## src/rtl/seq_alu_pkg.sv

```systemverilog
// Shared opcode encodings and FSM state type for the sequential ALU.
package alu_pkg;

   localparam logic [2:0] OP_ADD  = 3'b000;
   localparam logic [2:0] OP_SUB  = 3'b001;
   localparam logic [2:0] OP_AND  = 3'b010;
   localparam logic [2:0] OP_OR   = 3'b011;
   localparam logic [2:0] OP_XOR  = 3'b100;
   localparam logic [2:0] OP_SLT  = 3'b101;
   localparam logic [2:0] OP_MUL  = 3'b110;
   localparam logic [2:0] OP_RSVD = 3'b111;

   typedef enum logic [1:0] {
      IDLE = 2'b00,
      BUSY = 2'b01,
      HOLD = 2'b10
   } state_t;

endpackage

```

## src/rtl/seq_alu_if.sv

```systemverilog
// Operand/result handshake bundle of the sequential ALU.
interface seq_alu_if #(
   parameter int WIDTH = 8
) ();

   logic             InValid;
   logic             InReady;
   logic [WIDTH-1:0] InputA;
   logic [WIDTH-1:0] InputB;
   logic [2:0]       OP;
   logic             OutValid;
   logic             OutReady;
   logic [WIDTH-1:0] Out;
   logic             Zero;
   logic             LT;
   logic             Carry;

   modport master (
      output InValid, InputA, InputB, OP, OutReady,
      input  InReady, OutValid, Out, Zero, LT, Carry
   );

   modport slave (
      input  InValid, InputA, InputB, OP, OutReady,
      output InReady, OutValid, Out, Zero, LT, Carry
   );

endinterface

```

## src/rtl/seq_alu_mul.sv

```systemverilog
// Iterative shift-add multiplier: one bit of b per cycle, LSB first, into a 2*WIDTH accumulator.
module shift_add_mul #(
   parameter int WIDTH = 8,
   parameter int CW    = $clog2(WIDTH)
) (
   input  logic               clk,
   input  logic               rst_n,
   input  logic               start,
   input  logic [WIDTH-1:0]   a,
   input  logic [WIDTH-1:0]   b,
   output logic               done,
   output logic [2*WIDTH-1:0] product
);

   logic [2*WIDTH-1:0] acc_r;
   logic [2*WIDTH-1:0] mcand_r;
   logic [WIDTH-1:0]   mplier_r;
   logic [CW-1:0]      cnt_r;
   logic               busy_r;
   logic [2*WIDTH-1:0] addend_s;
   logic               last_s;

   // Partial product of the current bit; product already includes it so the
   // final value is available in the cycle done is high.
   always_comb begin
      addend_s = mplier_r[0] ? mcand_r : {(2*WIDTH){1'b0}};
      last_s   = busy_r && (cnt_r == CW'(WIDTH - 1));
      product  = acc_r + addend_s;
      done     = last_s;
   end

   // Accumulator, shifting operands and bit counter.
   always_ff @(posedge clk or negedge rst_n) begin
      if (!rst_n) begin
         acc_r    <= {(2*WIDTH){1'b0}};
         mcand_r  <= {(2*WIDTH){1'b0}};
         mplier_r <= {WIDTH{1'b0}};
         cnt_r    <= {CW{1'b0}};
         busy_r   <= 1'b0;
      end else if (start) begin
         acc_r    <= {(2*WIDTH){1'b0}};
         mcand_r  <= {{WIDTH{1'b0}}, a};
         mplier_r <= b;
         cnt_r    <= {CW{1'b0}};
         busy_r   <= 1'b1;
      end else if (busy_r) begin
         acc_r    <= product;
         mcand_r  <= {mcand_r[2*WIDTH-2:0], 1'b0};
         mplier_r <= {1'b0, mplier_r[WIDTH-1:1]};
         cnt_r    <= cnt_r + CW'(1);
         busy_r   <= !last_s;
      end
   end

endmodule

```

## src/rtl/seq_alu.sv

```systemverilog
// Handshaked WIDTH-bit ALU: single-cycle ops plus an iterative multiply,
// with result and flags held in output registers until the consumer takes them.
module seq_alu
   import alu_pkg::*;
#(
   parameter int WIDTH = 8,
   parameter int CW    = $clog2(WIDTH)
) (
   input logic      Clk,
   input logic      Reset_n,
   seq_alu_if.slave bus
);

   state_t             state_r;
   state_t             state_nxt_s;
   logic               in_fire_s;
   logic               is_mul_s;
   logic               mul_start_s;
   logic               mul_done_s;
   logic [2*WIDTH-1:0] product_s;
   logic [WIDTH:0]     sum_s;
   logic [WIDTH:0]     diff_s;
   logic [WIDTH-1:0]   res_s;
   logic               res_carry_s;
   logic               res_zero_s;
   logic               res_lt_s;
   logic               lt_s;
   logic               mul_zero_s;
   logic [WIDTH-1:0]   out_r;
   logic               out_valid_r;
   logic               zero_r;
   logic               lt_r;
   logic               carry_r;
   logic               lt_pend_r;

   // A finished result can be replaced in the same cycle it is consumed.
   assign bus.InReady = (state_r == IDLE) || ((state_r == HOLD) && bus.OutReady);
   assign in_fire_s   = bus.InValid && bus.InReady;
   assign is_mul_s    = (bus.OP == OP_MUL);
   assign mul_start_s = in_fire_s && is_mul_s;
   assign mul_zero_s  = (product_s[WIDTH-1:0] == {WIDTH{1'b0}});

   assign bus.OutValid = out_valid_r;
   assign bus.Out      = out_r;
   assign bus.Zero     = zero_r;
   assign bus.LT       = lt_r;
   assign bus.Carry    = carry_r;

   shift_add_mul #(
      .WIDTH (WIDTH),
      .CW    (CW)
   ) u_mul (
      .clk     (Clk),
      .rst_n   (Reset_n),
      .start   (mul_start_s),
      .a       (bus.InputA),
      .b       (bus.InputB),
      .done    (mul_done_s),
      .product (product_s)
   );

   // Single-cycle operation mux and its flags.
   always_comb begin
      sum_s       = {1'b0, bus.InputA} + {1'b0, bus.InputB};
      diff_s      = {1'b0, bus.InputA} - {1'b0, bus.InputB};
      lt_s        = (bus.InputA < bus.InputB);
      res_s       = {WIDTH{1'b0}};
      res_carry_s = 1'b0;
      case (bus.OP)
         OP_ADD: begin
            res_s       = sum_s[WIDTH-1:0];
            res_carry_s = sum_s[WIDTH];
         end
         OP_SUB: begin
            res_s       = diff_s[WIDTH-1:0];
            res_carry_s = diff_s[WIDTH];
         end
         OP_AND:  res_s = bus.InputA & bus.InputB;
         OP_OR:   res_s = bus.InputA | bus.InputB;
         OP_XOR:  res_s = bus.InputA ^ bus.InputB;
         OP_SLT:  res_s = {{(WIDTH-1){1'b0}}, lt_s};
         default: res_s = {WIDTH{1'b0}};
      endcase
      res_lt_s   = (bus.OP == OP_RSVD) ? 1'b0 : lt_s;
      res_zero_s = (res_s == {WIDTH{1'b0}});
   end

   // Next-state logic.
   always_comb begin
      state_nxt_s = state_r;
      case (state_r)
         IDLE: begin
            if (in_fire_s) state_nxt_s = is_mul_s ? BUSY : HOLD;
            else           state_nxt_s = IDLE;
         end
         BUSY: begin
            if (mul_done_s) state_nxt_s = HOLD;
            else            state_nxt_s = BUSY;
         end
         HOLD: begin
            if (in_fire_s)         state_nxt_s = is_mul_s ? BUSY : HOLD;
            else if (bus.OutReady) state_nxt_s = IDLE;
            else                   state_nxt_s = HOLD;
         end
         default: state_nxt_s = IDLE;
      endcase
   end

   // State register.
   always_ff @(posedge Clk or negedge Reset_n) begin
      if (!Reset_n) state_r <= IDLE;
      else          state_r <= state_nxt_s;
   end

   // Output registers; LT of a multiply is captured at accept time.
   always_ff @(posedge Clk or negedge Reset_n) begin
      if (!Reset_n) begin
         out_r       <= {WIDTH{1'b0}};
         out_valid_r <= 1'b0;
         zero_r      <= 1'b0;
         lt_r        <= 1'b0;
         carry_r     <= 1'b0;
         lt_pend_r   <= 1'b0;
      end else begin
         out_valid_r <= (state_nxt_s == HOLD);
         if (in_fire_s && !is_mul_s) begin
            out_r   <= res_s;
            zero_r  <= res_zero_s;
            lt_r    <= res_lt_s;
            carry_r <= res_carry_s;
         end else if (mul_done_s) begin
            out_r   <= product_s[WIDTH-1:0];
            zero_r  <= mul_zero_s;
            lt_r    <= lt_pend_r;
            carry_r <= |product_s[2*WIDTH-1:WIDTH];
         end
         if (mul_start_s) lt_pend_r <= lt_s;
      end
   end

endmodule

```

## src/flat_wrapper.sv

```systemverilog
// flat-port wrapper written by rule: the top's interface ports become plain ports
module seq_alu_flat import alu_pkg::*;
#(
   parameter int WIDTH = 8,
   parameter int CW    = $clog2(WIDTH)
)
  (Clk, Reset_n, bus_InValid, bus_InputA, bus_InputB, bus_OP, bus_OutReady, bus_InReady, bus_OutValid, bus_Out, bus_Zero, bus_LT, bus_Carry);
  seq_alu_if #(.WIDTH(WIDTH)) bus_i ();
  input logic Clk;
  input logic Reset_n;
  input wire logic [$bits(bus_i.InValid)-1:0] bus_InValid;
  input wire logic [$bits(bus_i.InputA)-1:0] bus_InputA;
  input wire logic [$bits(bus_i.InputB)-1:0] bus_InputB;
  input wire logic [$bits(bus_i.OP)-1:0] bus_OP;
  input wire logic [$bits(bus_i.OutReady)-1:0] bus_OutReady;
  output wire logic [$bits(bus_i.InReady)-1:0] bus_InReady;
  output wire logic [$bits(bus_i.OutValid)-1:0] bus_OutValid;
  output wire logic [$bits(bus_i.Out)-1:0] bus_Out;
  output wire logic [$bits(bus_i.Zero)-1:0] bus_Zero;
  output wire logic [$bits(bus_i.LT)-1:0] bus_LT;
  output wire logic [$bits(bus_i.Carry)-1:0] bus_Carry;
  assign bus_i.InValid = bus_InValid;
  assign bus_i.InputA = bus_InputA;
  assign bus_i.InputB = bus_InputB;
  assign bus_i.OP = bus_OP;
  assign bus_i.OutReady = bus_OutReady;
  assign bus_InReady = bus_i.InReady;
  assign bus_OutValid = bus_i.OutValid;
  assign bus_Out = bus_i.Out;
  assign bus_Zero = bus_i.Zero;
  assign bus_LT = bus_i.LT;
  assign bus_Carry = bus_i.Carry;
  seq_alu #(.WIDTH(WIDTH), .CW(CW)) u_core (.Clk(Clk), .Reset_n(Reset_n), .bus(bus_i));
endmodule
```

## config.mk

```make
export PLATFORM = sky130hd
export DESIGN_NAME = seq_alu_flat
export DESIGN_NICKNAME = d
export VERILOG_FILES = /design/src/rtl/seq_alu_pkg.sv /design/src/rtl/seq_alu_if.sv /design/src/rtl/seq_alu_mul.sv /design/src/rtl/seq_alu.sv /design/src/flat_wrapper.sv
export SDC_FILE = /design/constraint.sdc
export NUM_CORES = 1
export LEC_CHECK = 0
export ABC_AREA = 1
export CORE_MARGIN = 5
export CORE_UTILIZATION = 40
export DETAILED_ROUTE_END_ITERATION = 16
export GPL_TIMING_DRIVEN = 0
export PLACE_DENSITY = 0.67
export SLEW_MARGIN = 10
export SYNTH_ARGS = -nofsm -noshare
export SYNTH_HDL_FRONTEND = slang
export SYNTH_SLANG_ARGS = --single-unit
```

## constraint.sdc

```tcl
create_clock -name Clk -period 3.55 [get_ports Clk]
set_clock_uncertainty 0.2 [all_clocks]
set_input_delay 0.355 -clock Clk [delete_from_list [all_inputs] [get_ports Clk]]
set_output_delay 0.355 -clock Clk [all_outputs]
set_load 0.01 [all_outputs]
```

# After elaboration in Yosys (flattened, before gate mapping)
# Index checks and enable logic that the tools add are counted.
[classes]
n_reduce_logical = 15
bitwise = 3
order_cmp = 1
n_eq_ne = 11
n_mux = 28
n_addsub = 4
[ops]
columns = ["cell", "n"]
rows = [
  ["two-way mux 16 bit", 5],
  ["one-hot mux 8 bit (6 select lines)", 1],
  ["two-way mux 8 bit", 4],
  ["adder 16 bit", 1],
  ["zero test 8 bit", 2],
  ["== test 3 bit, second input constant", 5],
  ["two-way mux 2 bit", 5],
  ["adder 8 x 8 -> 9 bit", 1],
  ["two-way mux 1 bit", 9],
  ["subtractor 8 x 8 -> 9 bit", 1],
  ["bitwise AND 8 bit", 1],
  ["less-than comparator 8 bit", 1],
  ["OR 8 bit", 1],
  ["OR reduction 8 bit", 1],
  ["XOR 8 bit", 1],
  ["== test 3 x 2 -> 1 bit, second input constant", 2],
  ["two-way mux 3 bit", 2],
  ["one-hot mux 2 bit (3 select lines)", 1],
  ["logical AND 1 bit", 5],
  ["== test 2 bit, second input constant", 2],
  ["nonzero test 2 bit", 2],
  ["adder 3 x 1 -> 3 bit, second input constant", 1],
  ["== test 3 x 1 -> 1 bit, second input constant", 1],
  ["zero test 3 bit", 1],
  ["5 further kinds", 6],
]
[totals]
input_bits = 23
elab_cells = 74
regBits = 59
out_inout_bits = 13

# Logic depth before layout (Yosys ltp)
# Gate-level depths: netlist of run 1.
[logic_depth]
depth_word = 7
ltp_mapped = 19
mapped_depth_nobuf = 17

# Cells and area by module
# From an unflattened synthesis of run 1, not the netlist that was laid out.
[unflattened]
cells_unflattened = 699
hier_area_um2 = 4744.6
[modules_own_cells]
columns = ["mod", "cells_per_inst", "seq_area_each_um2", "area_per_inst_um2", "instances"]
rows = [
  ["shift_add_mul", 382, 1101.1, 2796.4, 1],
  ["seq_alu", 317, 375.4, 1948.1, 1],
]

# Worst setup path after synthesis of run 1
# No wires, ideal clock.
[synth_path]
path_type = "flip-flop to flip-flop"
startpoint = "reg u_core.u_mul.mplier_r[0]"
endpoint = "reg u_core.carry_r (netlist: u_core.bus.Carry)"
t_required_ps = 3231
period_less_slack_ps = 2562
setup_ps = 119
path_stages_with_launch = 19
path_slack_ps = 988
n_path_buf = 2
arrival_ps = 2243
path_cell_list = "dfrtp_1 clkbuf_1 clkbuf_1 nand2_1 inv_1 ha_1 fa_1 nand3_1 nand3_1 nand2_1 nand2_1 nand3b_1 nand3b_1 nand2_1 nand2_1 nor2_1 nand2_1 nand2_1 nand2_1"
[synth_between]
elab_chain_cells = 5
[synth_lines]
columns = ["item", "line_no", "source"]
rows = [
  ["start: declaration", "seq_alu_mul.sv:17", "logic [WIDTH-1:0] mplier_r;"],
  ["start signal: assignment", "seq_alu_mul.sv:37", "mplier_r <= {WIDTH{1'b0}};"],
  ["start signal: assignment", "seq_alu_mul.sv:49", "mplier_r <= {1'b0, mplier_r[WIDTH-1:1]};"],
  ["two-way mux 16 bit", "seq_alu_mul.sv:26", "addend_s = mplier_r[0] ? mcand_r : {(2*WIDTH){1'b0}};"],
  ["adder 16 bit", "seq_alu_mul.sv:28", "product = acc_r + addend_s;"],
  ["OR reduction 8 bit", "seq_alu.sv:135", "carry_r <= |product_s[2*WIDTH-1:WIDTH];"],
  ["two-way mux 1 bit", "seq_alu.sv:131", "end else if (mul_done_s) begin"],
  ["two-way mux 1 bit", "seq_alu.sv:126", "if (in_fire_s && !is_mul_s) begin"],
  ["end signal: assignment", "seq_alu.sv:130", "carry_r <= res_carry_s;"],
  ["end signal: assignment", "seq_alu.sv:135", ""],
  ["end: declaration", "seq_alu.sv:33", "logic carry_r;"],
]
# Every way passes these cells. The select of a mux whose other input is x is not followed.
# A chain may end at the register's enable or synchronous reset.

# Final worst setup path of run 1
[layout_path]
startpoint = "reg u_core.u_mul.mplier_r[0]"
endpoint = "reg u_core.zero_r (netlist: u_core.bus.Zero)"
[layout_between]
elab_chain_cells = 5
[layout_lines]
columns = ["item", "line_no", "source"]
rows = [
  ["two-way mux 16 bit", "seq_alu_mul.sv:26", ""],
  ["adder 16 bit", "seq_alu_mul.sv:28", ""],
  ["zero test 8 bit", "seq_alu.sv:41", "assign mul_zero_s = (product_s[WIDTH-1:0] == {WIDTH{1'b0}});"],
  ["two-way mux 1 bit", "seq_alu.sv:131", ""],
  ["two-way mux 1 bit", "seq_alu.sv:126", ""],
  ["end signal: assignment", "seq_alu.sv:128", "zero_r <= res_zero_s;"],
  ["end signal: assignment", "seq_alu.sv:133", "zero_r <= mul_zero_s;"],
  ["end: declaration", "seq_alu.sv:31", "logic zero_r;"],
]
# Every way passes these cells. The select of a mux whose other input is x is not followed.

==> impl_metrics.prom, run 1 <==
# TYPE chip_impl_metric gauge
chip_impl_metric{name="drt_first_pass_iters",unit=""} 5
chip_impl_metric{name="fin_worst_hold_slack",unit="ps"} 286
chip_impl_metric{name="clk_pin_slew_worst_setup_hold_paths",unit="ps"} 50
chip_impl_metric{name="worst_path_largest_cell_delay",unit="ps"} 410
chip_impl_info{name="path_cells",value="clkbuf_1 -> clkbuf_1 -> nand2_1 -> inv_1 -> ha_1 -> fa_1 -> nand3_1 -> nand3_1 -> xor2_1 -> nand3_1 -> nor2_1 -> nand3_1 -> nand2_1 -> inv_1 -> a21oi_1"} 1
chip_impl_metric{name="area_growth",unit="%"} 17.7
chip_impl_metric{name="place_area",unit="mm2"} 0.00506
chip_impl_metric{name="critical_path.n_buffers_inverters",unit=""} 4
chip_impl_info{name="outcome",value="finished clean"} 1
chip_impl_info{name="hold_path.class",value="flip-flop to flip-flop"} 1
chip_impl_info{name="yosys.area.top_type",value="dfrtp_1"} 1
chip_impl_metric{name="synth_edf_count",unit=""} 0
chip_impl_metric{name="final.setup.tns",unit="ps"} 0
chip_impl_metric{name="synth-seq-area-share",unit=""} 0.325
chip_impl_info{name="cell_types_with_the_largest_area_share_after_synthesis",value="dfrtp_1, nand2_1, ha_1"} 1
chip_impl_metric{name="grt_start_max_net_pins",unit=""} 60
chip_impl_metric{name="layout_cells_sized_above_1",unit=""} 0.0663
chip_impl_metric{name="core.rowCount",unit=""} 39
chip_impl_metric{name="clkLatencyLatePin",unit="ps"} 330
chip_impl_info{name="hold_path_end",value="u_core.u_mul.mplier_r[1]"} 1
chip_impl_metric{name="h-tree-depth",unit=""} 3
chip_impl_metric{name="worst_slew_margin_rel",unit=""} 0.493
chip_impl_metric{name="sequentialPowerShare",unit=""} 0.316
chip_impl_metric{name="cell_count_after_synthesis",unit=""} 629
chip_impl_info{name="r2r-end",value="u_core.bus.Zero"} 1
chip_impl_metric{name="drt_iter0_drc",unit=""} 303
chip_impl_metric{name="synth-warning-count",unit=""} 0
chip_impl_metric{name="period_share",unit=""} 0.874
chip_impl_info{name="crit-reg2reg-launch",value="u_core.u_mul.mplier_r[0]"} 1
chip_impl_metric{name="drc",unit=""} 0
chip_impl_metric{name="port-buffer-count",unit=""} 34
chip_impl_metric{name="n_antenna_cell",unit=""} 0
chip_impl_metric{name="p_clk_frac",unit=""} 0.238
chip_impl_metric{name="power.switching",unit="uW"} 1360
chip_impl_metric{name="synth_top_area_frac",unit=""} 0.325
chip_impl_metric{name="residual_overflow_from_global_routing",unit=""} 0
chip_impl_metric{name="clock_tree_buffer_depth",unit=""} 2
chip_impl_metric{name="wl_per_cell",unit="um"} 14.9
chip_impl_metric{name="required_time_of_the_critical_path",unit="ps"} 3610
chip_impl_metric{name="crit_arrival",unit="ps"} 3160
chip_impl_metric{name="synthArstFlopShare",unit=""} 1.00
chip_impl_metric{name="number_of_buffers_inserted_during_clock_tree_synthesis",unit=""} 9
chip_impl_metric{name="footprint_of_the_flip_flops_and_latches",unit="mm2"} 0.00148
chip_impl_metric{name="worst_ir_drop_vdd",unit="mV"} 0.396
chip_impl_metric{name="power_frac_comb",unit=""} 0.446
chip_impl_metric{name="dr_total_vias",unit=""} 4319
chip_impl_metric{name="area_of_the_multi_input_gates",unit="mm2"} 0.00254
chip_impl_metric{name="setup_viol_count_final",unit=""} 0
chip_impl_info{name="critical-path-top-cell-by-count",value="nand3_1"} 1
chip_impl_metric{name="core_area",unit="mm2"} 0.0113
chip_impl_metric{name="die_area",unit="mm2"} 0.0136
chip_impl_metric{name="maximum_capacitance_violations",unit=""} 0
chip_impl_metric{name="rrSetupSlack",unit="ps"} 450
chip_impl_info{name="unrepaired_setup_endpoints_after_global_routing",value="no"} 1
chip_impl_metric{name="max_freq",unit="MHz"} 322
chip_impl_metric{name="p_int",unit="uW"} 2100
chip_impl_metric{name="global_route_total_usage_across_every_layer",unit=""} 0.191
chip_impl_metric{name="synth.avg_cell_area",unit="um2"} 7.22
chip_impl_metric{name="num_clock_sinks",unit=""} 59
chip_impl_metric{name="antenna_found_initial",unit=""} 0
chip_impl_info{name="synthTopCellsByCount",value="nand2_1, inv_1, dfrtp_1"} 1
chip_impl_metric{name="floorplan.die.height",unit="um"} 117
chip_impl_metric{name="antenna_violating_nets_post_route",unit=""} 0
chip_impl_metric{name="reg2regPathDepth",unit=""} 15
chip_impl_info{name="yosysMostFrequentCell",value="nand2_1"} 1
chip_impl_metric{name="pwr_density_cell",unit="mW/mm2"} 647
chip_impl_metric{name="top_level_port_count",unit=""} 36
chip_impl_metric{name="drt-vias-per-instance",unit=""} 5.25
chip_impl_info{name="clock-root-buffer",value="clkbuf_16"} 1
chip_impl_metric{name="place_congestion",unit=""} 0.928
chip_impl_metric{name="routed_wl",unit="um"} 12200
chip_impl_info{name="min-delay-start",value="u_core.u_mul.mplier_r[2]"} 1
chip_impl_metric{name="ys_types",unit=""} 39
chip_impl_metric{name="die_width",unit="um"} 117
chip_impl_metric{name="layout_filler_cell_count",unit=""} 1128
chip_impl_info{name="timing.critical_path.to_type",value="flip-flop"} 1
chip_impl_metric{name="final.min_clock_period",unit="ps"} 3100
chip_impl_info{name="path_delay_family",value="simple AND/OR/NAND/NOR gates"} 1
chip_impl_metric{name="worst_slew_pin_slew",unit="ps"} 761
chip_impl_metric{name="grt_pass1_vias",unit=""} 4196
chip_impl_metric{name="placed_wire_length_estimate_after_detailed_placement",unit="um"} 9550
chip_impl_metric{name="ys_ff_latch",unit=""} 59
chip_impl_metric{name="layout.cell_area.non_filler",unit="mm2"} 0.00534
chip_impl_info{name="synth_top_flop_cell",value="dfrtp_1"} 1
chip_impl_info{name="worst_path_slowest_cell",value="fa_1"} 1
chip_impl_info{name="setup.worst_path.class",value="flip-flop to flip-flop"} 1
chip_impl_metric{name="initial_core_util",unit=""} 0.403
chip_impl_metric{name="synth.cell_area",unit="mm2"} 0.00454
chip_impl_metric{name="final_net_count",unit=""} 742
chip_impl_metric{name="critPathMaxFanout",unit=""} 10
chip_impl_metric{name="synth_fp_nets",unit=""} 696
chip_impl_info{name="tritoncts",value="built"} 1
chip_impl_metric{name="leakagePower",unit="uW"} 0.00280
chip_impl_info{name="cp-start-kind",value="flip-flop"} 1
chip_impl_metric{name="switching_share",unit=""} 0.392
chip_impl_metric{name="global_route_wire_length_before_repair",unit="um"} 20700
chip_impl_metric{name="timing.final.max_slew_violations",unit=""} 0
chip_impl_metric{name="timing.final.hold_violations",unit=""} 0
chip_impl_metric{name="whs_path_depth",unit=""} 2
==> layout make-up <==
cell class,count,share of cell area
repair buffers,35,0.0651
plain buffers,18,0.0246
well taps,143,0.0335
inverters,104,0.0731
multi-input cells,448,0.476
clock inverters,3,0.00749
clock buffers,12,0.0443
flip-flops and latches,59,0.276
==> layer usage <==
layer / track usage / up-vias / share of wire
met5: 0 / - / 0
met4: 0.0543 / 0 / 0.015
met3: 0.0363 / 16 / 0.052
met2: 0.304 / 129 / 0.45
met1: 0.267 / 2021 / 0.48
li1: - / 2153 / -
==> power groups by stage <==
stage,combinational [uW],clock (uW),sequential [uW]
2_1_floorplan,1010,0,1100
3_3_place_gp,1510,0,1090
3_5_place_dp,1530,0,1100
4_1_cts,1540,842,1090
5_1_grt,1740,871,1130
6_report,1540,822,1090
==> placed cells by master (no fill, tap or decap), drive strengths merged <==
cell	Yosys	layout
o211ai	5	5
o221ai	12	12
a22o	3	3
a32o	1	1
nand4	4	4
xnor2	4	4
nand3b	4	4
nor3	2	2
o21bai	2	2
o2111ai	1	1
xor2	2	2
nand3	58	58
inv	104	104
bufinv	0	1
a21boi	1	1
o21ai	37	37
a22oi	4	4
fa	3	3
nand2	169	169
and3	1	1
o31ai	1	1
a21o	2	2
dfrtp	59	59
clkinv	0	2
dlygate4sd3	0	1
o21a	1	1
o22ai	12	12
clkdlybuf4s50	0	33
buf	15	16
clkbuf	3	15
and2	1	1
nor4	1	1
ha	41	41
nor2	41	41
a21oi	35	35
==> metrics by stage <==
step                utilization  worst slack, ps  std cells  power [uW]
global route              0.474              130        822        3740
detailed placement        0.449              457        806        2630
global placement          0.449             25.5        806        2600
finish                    0.474              447        822        3460
floorplan                     -              988        629        2110
CTS                       0.474              434        822        3480
==> what timing repair did <==
item                                    CTS  global route
endpoints found under the setup margin    0             0
buffers inserted                          0             0
endpoints found under the hold margin    59             0
gates resized for setup                   0             0
hold buffers                              1             0
==> worst reg2reg max path: stages, from the launching register on <==
cell and delay [ps]:
dfrtp_1 370, clkbuf_1 200, clkbuf_1 260, nand2_1 110, inv_1 50, ha_1 200, fa_1 410, nand3_1 120
nand3_1 180, xor2_1 380, nand3_1 130, nor2_1 120, nand3_1 80, nand2_1 80, inv_1 40, a21oi_1 130
==> how the worst max path moves through the flow <==
stage	from	endpoint	slack [ps]	cells after the start
3_3_place_gp	Reset_n	u_core.bus.LT	30	1
2_1_floorplan	u_core.u_mul.mplier_r[0]	u_core.bus.Carry	990	18
4_1_cts	u_core.u_mul.mplier_r[0]	u_core.bus.Carry	430	18
6_report	u_core.u_mul.mplier_r[0]	u_core.bus.Zero	450	15
3_5_place_dp	u_core.u_mul.mplier_r[0]	u_core.bus.Carry	460	18
5_1_grt	u_core.u_mul.mplier_r[0]	u_core.bus.Carry	130	19
==> logic make-up (layout without fill, tap and decap cells) <==
kind of cell               Yosys count  count (layout)  share of synthesized area
adders and majority gates           44              44                      0.126
AOI/OAI and AO/OA                  117             117                      0.160
buffers and inverters              122             172                      0.115
xor gates and xnor gates             6               6                     0.0116
DFF                                 59              59                      0.325
and+or+nand+nor                    281             281                      0.262
==> flip-flops by register name (all words and copies together) (netlist names), 2 cells and up <==
name                   cells
u_core.bus.Out             8
u_core.state_r             2
u_core.u_mul.acc_r        16
u_core.u_mul.cnt_r         3
u_core.u_mul.mcand_r      16
u_core.u_mul.mplier_r      8
Note: power is estimated with default switching activity, not from simulation.
==> run 2: changes to the inputs <==
CTS_CLUSTER_DIAMETER = 200   (was default)
SLEW_MARGIN = 40   (was 10)
==> impl_metrics.prom, run 2 (synthesized netlist as in run 1, its figures left out) <==
# TYPE chip_impl_metric gauge
chip_impl_metric{name="die_width",unit="um"} 117
chip_impl_metric{name="timing.final.max_slew_violations",unit=""} 0
chip_impl_metric{name="die_area",unit="mm2"} 0.0136
chip_impl_metric{name="max_freq",unit="MHz"} 326
chip_impl_info{name="busiest_grt_layer",value="met2"} 1
chip_impl_metric{name="post_cts.resized_instances",unit=""} 0
chip_impl_info{name="layout_commonest_cell",value="nand2_1"} 1
chip_impl_metric{name="layout_cells_sized_above_1",unit=""} 0.0676
chip_impl_metric{name="dr_total_vias",unit=""} 4320
chip_impl_metric{name="wl_per_cell",unit="um"} 15.0
chip_impl_info{name="most-common-layout-cells",value="nand2_1, inv_1, dfrtp_1"} 1
chip_impl_metric{name="setup_viol_count_final",unit=""} 0
chip_impl_info{name="unrepaired_setup_endpoints_after_global_routing",value="no"} 1
chip_impl_metric{name="grt_start_max_net_pins",unit=""} 44
chip_impl_metric{name="h-tree-depth",unit=""} 3
chip_impl_metric{name="postCtsSetupBuffers",unit=""} 0
chip_impl_metric{name="place_congestion",unit=""} 0.928
chip_impl_metric{name="antenna_violating_nets_post_route",unit=""} 0
chip_impl_metric{name="use_met2",unit=""} 0.300
chip_impl_metric{name="clk_pin_slew_worst_setup_hold_paths",unit="ps"} 50
chip_impl_metric{name="globalRouteMet1Util",unit=""} 0.273
chip_impl_metric{name="drt-vias-per-instance",unit=""} 5.25
chip_impl_metric{name="drt_first_pass_iters",unit=""} 4
chip_impl_metric{name="critPathMaxFanout",unit=""} 10
chip_impl_metric{name="num_clock_sinks",unit=""} 59
chip_impl_metric{name="core.rowCount",unit=""} 39
chip_impl_metric{name="n_antenna_cell",unit=""} 0
chip_impl_metric{name="worst_path_largest_cell_delay",unit="ps"} 410
chip_impl_info{name="clock-root-buffer",value="clkbuf_16"} 1
chip_impl_info{name="critical-path-top-cell-by-count",value="nand3_1"} 1
chip_impl_metric{name="final.setup.tns",unit="ps"} 0
chip_impl_metric{name="clock_tree_buffer_depth",unit=""} 2
chip_impl_metric{name="drc",unit=""} 0
chip_impl_metric{name="top_level_port_count",unit=""} 36
chip_impl_info{name="setup.worst_path.class",value="flip-flop to flip-flop"} 1
chip_impl_metric{name="worst_slew_pin_slew",unit="ps"} 792
chip_impl_metric{name="port-buffer-count",unit=""} 34
chip_impl_metric{name="reg2regPathDepth",unit=""} 15
chip_impl_metric{name="required_time_of_the_critical_path",unit="ps"} 3610
chip_impl_metric{name="worst_ir_drop_vdd",unit="mV"} 0.405
chip_impl_metric{name="global_route_total_usage_across_every_layer",unit=""} 0.193
chip_impl_metric{name="initial_core_util",unit=""} 0.403
chip_impl_info{name="worst_path_slowest_cell",value="fa_1"} 1
chip_impl_metric{name="final.min_clock_period",unit="ps"} 3070
chip_impl_metric{name="global_route_wire_length_before_repair",unit="um"} 20700
chip_impl_metric{name="number_of_buffers_inserted_during_clock_tree_synthesis",unit=""} 9
chip_impl_metric{name="floorplan.die.height",unit="um"} 117
chip_impl_metric{name="global_route.usage.met3",unit=""} 0.0373
chip_impl_metric{name="core_area",unit="mm2"} 0.0113
chip_impl_info{name="path_cells",value="clkbuf_1 -> clkbuf_1 -> nand2_1 -> inv_1 -> ha_1 -> fa_1 -> nand3_1 -> nand3_1 -> xor2_1 -> nand3_1 -> nor2_1 -> nand3_1 -> nand2_1 -> inv_1 -> a21oi_1"} 1
chip_impl_metric{name="residual_overflow_from_global_routing",unit=""} 0
chip_impl_info{name="cp-start-kind",value="flip-flop"} 1
chip_impl_metric{name="drt_iter0_drc",unit=""} 338
chip_impl_metric{name="antenna_found_initial",unit=""} 0
chip_impl_metric{name="grt_pass1_vias",unit=""} 4223
chip_impl_metric{name="worst_slew_margin_rel",unit=""} 0.469
chip_impl_metric{name="routed_wl",unit="um"} 12300
chip_impl_metric{name="clkLatencyLatePin",unit="ps"} 330
chip_impl_info{name="largestRegisters",value="u_core.u_mul.acc_r (16), u_core.u_mul.mcand_r (16)"} 1
chip_impl_info{name="tritoncts",value="built"} 1
chip_impl_metric{name="final_net_count",unit=""} 743
chip_impl_metric{name="timing.final.hold_violations",unit=""} 0
chip_impl_metric{name="area_growth",unit="%"} 18.1
chip_impl_metric{name="period_share",unit=""} 0.865
chip_impl_metric{name="placed_wire_length_estimate_after_detailed_placement",unit="um"} 9650
chip_impl_metric{name="crit_arrival",unit="ps"} 3130
chip_impl_info{name="timing.critical_path.to_type",value="flip-flop"} 1
chip_impl_metric{name="pwr_density_cell",unit="mW/mm2"} 647
chip_impl_metric{name="leakagePower",unit="uW"} 0.00281
chip_impl_metric{name="final_util",unit=""} 0.476
chip_impl_info{name="hold_path.class",value="input pin to asynchronous set/reset pin"} 1
chip_impl_info{name="outcome",value="finished clean"} 1
chip_impl_metric{name="maximum_capacitance_violations",unit=""} 0
[run 2: changes by cell type in the layout (fill, tap and decap cells not counted), sizes merged]
cell	change
buf	+1
[run 2: repair_timing]
action,CTS,global route
endpoints found under the setup margin,0,0
hold buffers,1,0
endpoints found under the hold margin,16,0
[run 2: worst paths after layout]
check / from / endpoint / slack [ps]
setup / recovery: u_core.u_mul.mplier_r[0] / u_core.bus.Zero / 480
hold / removal: Reset_n / u_core.u_mul.acc_r[14] / 230
setup reg to reg: u_core.u_mul.mplier_r[0] / u_core.bus.Zero / 480
hold reg to reg: u_core.u_mul.cnt_r[0] / u_core.u_mul.cnt_r[0] / 290
max in group asynchronous: Reset_n / u_core.bus.Carry / 2420
min in group Clk: u_core.u_mul.cnt_r[0] / u_core.u_mul.cnt_r[0] / 290
[run 2: per-stage QoR]
stage	setup slack, ps	instances	cell area (um2)	hold WS [ps]	total power, uW
after global routing	174	823	5360	249	3740
after floorplan	988	629	4540	-141	2110
final	478	823	5360	230	3470
after global placement	25.5	806	5060	267	2600
after detailed placement	464	807	5080	42.7	2640
after CTS	436	823	5360	233	3480
[run 2: cell type report]
cell class / count / area, um2
Buffer: 18 / 131
Multi-Input combinational cell: 448 / 2540
Fill cell: 1119 / 5910
Clock inverter: 3 / 40.0
Timing Repair Buffer: 36 / 368
Sequential cell: 59 / 1480
Clock buffer: 12 / 236
Inverter: 104 / 390
Tap cell: 143 / 179
[run 2: routing by layer]
layer	wire length, um	up-vias
met2	5590	140
met3	696	21
met1	5860	2008
li1	-	2151
met4	201	0
met5	0	-
[run 2: worst max-delay path: cells and delay by family, from the launching register on]
family / cells / cell delay, ps
DFF: 1 / 360
AOI/OAI and AO/OA: 1 / 130
xor gates and xnor gates: 1 / 380
buffers and inverters: 4 / 550
adders and majority gates: 2 / 620
and+or+nand+nor: 7 / 770
[run 2: report_power, final]
part	internal, uW	switching [uW]
Sequential	940	157
Clock	536	287
Combinational	629	919
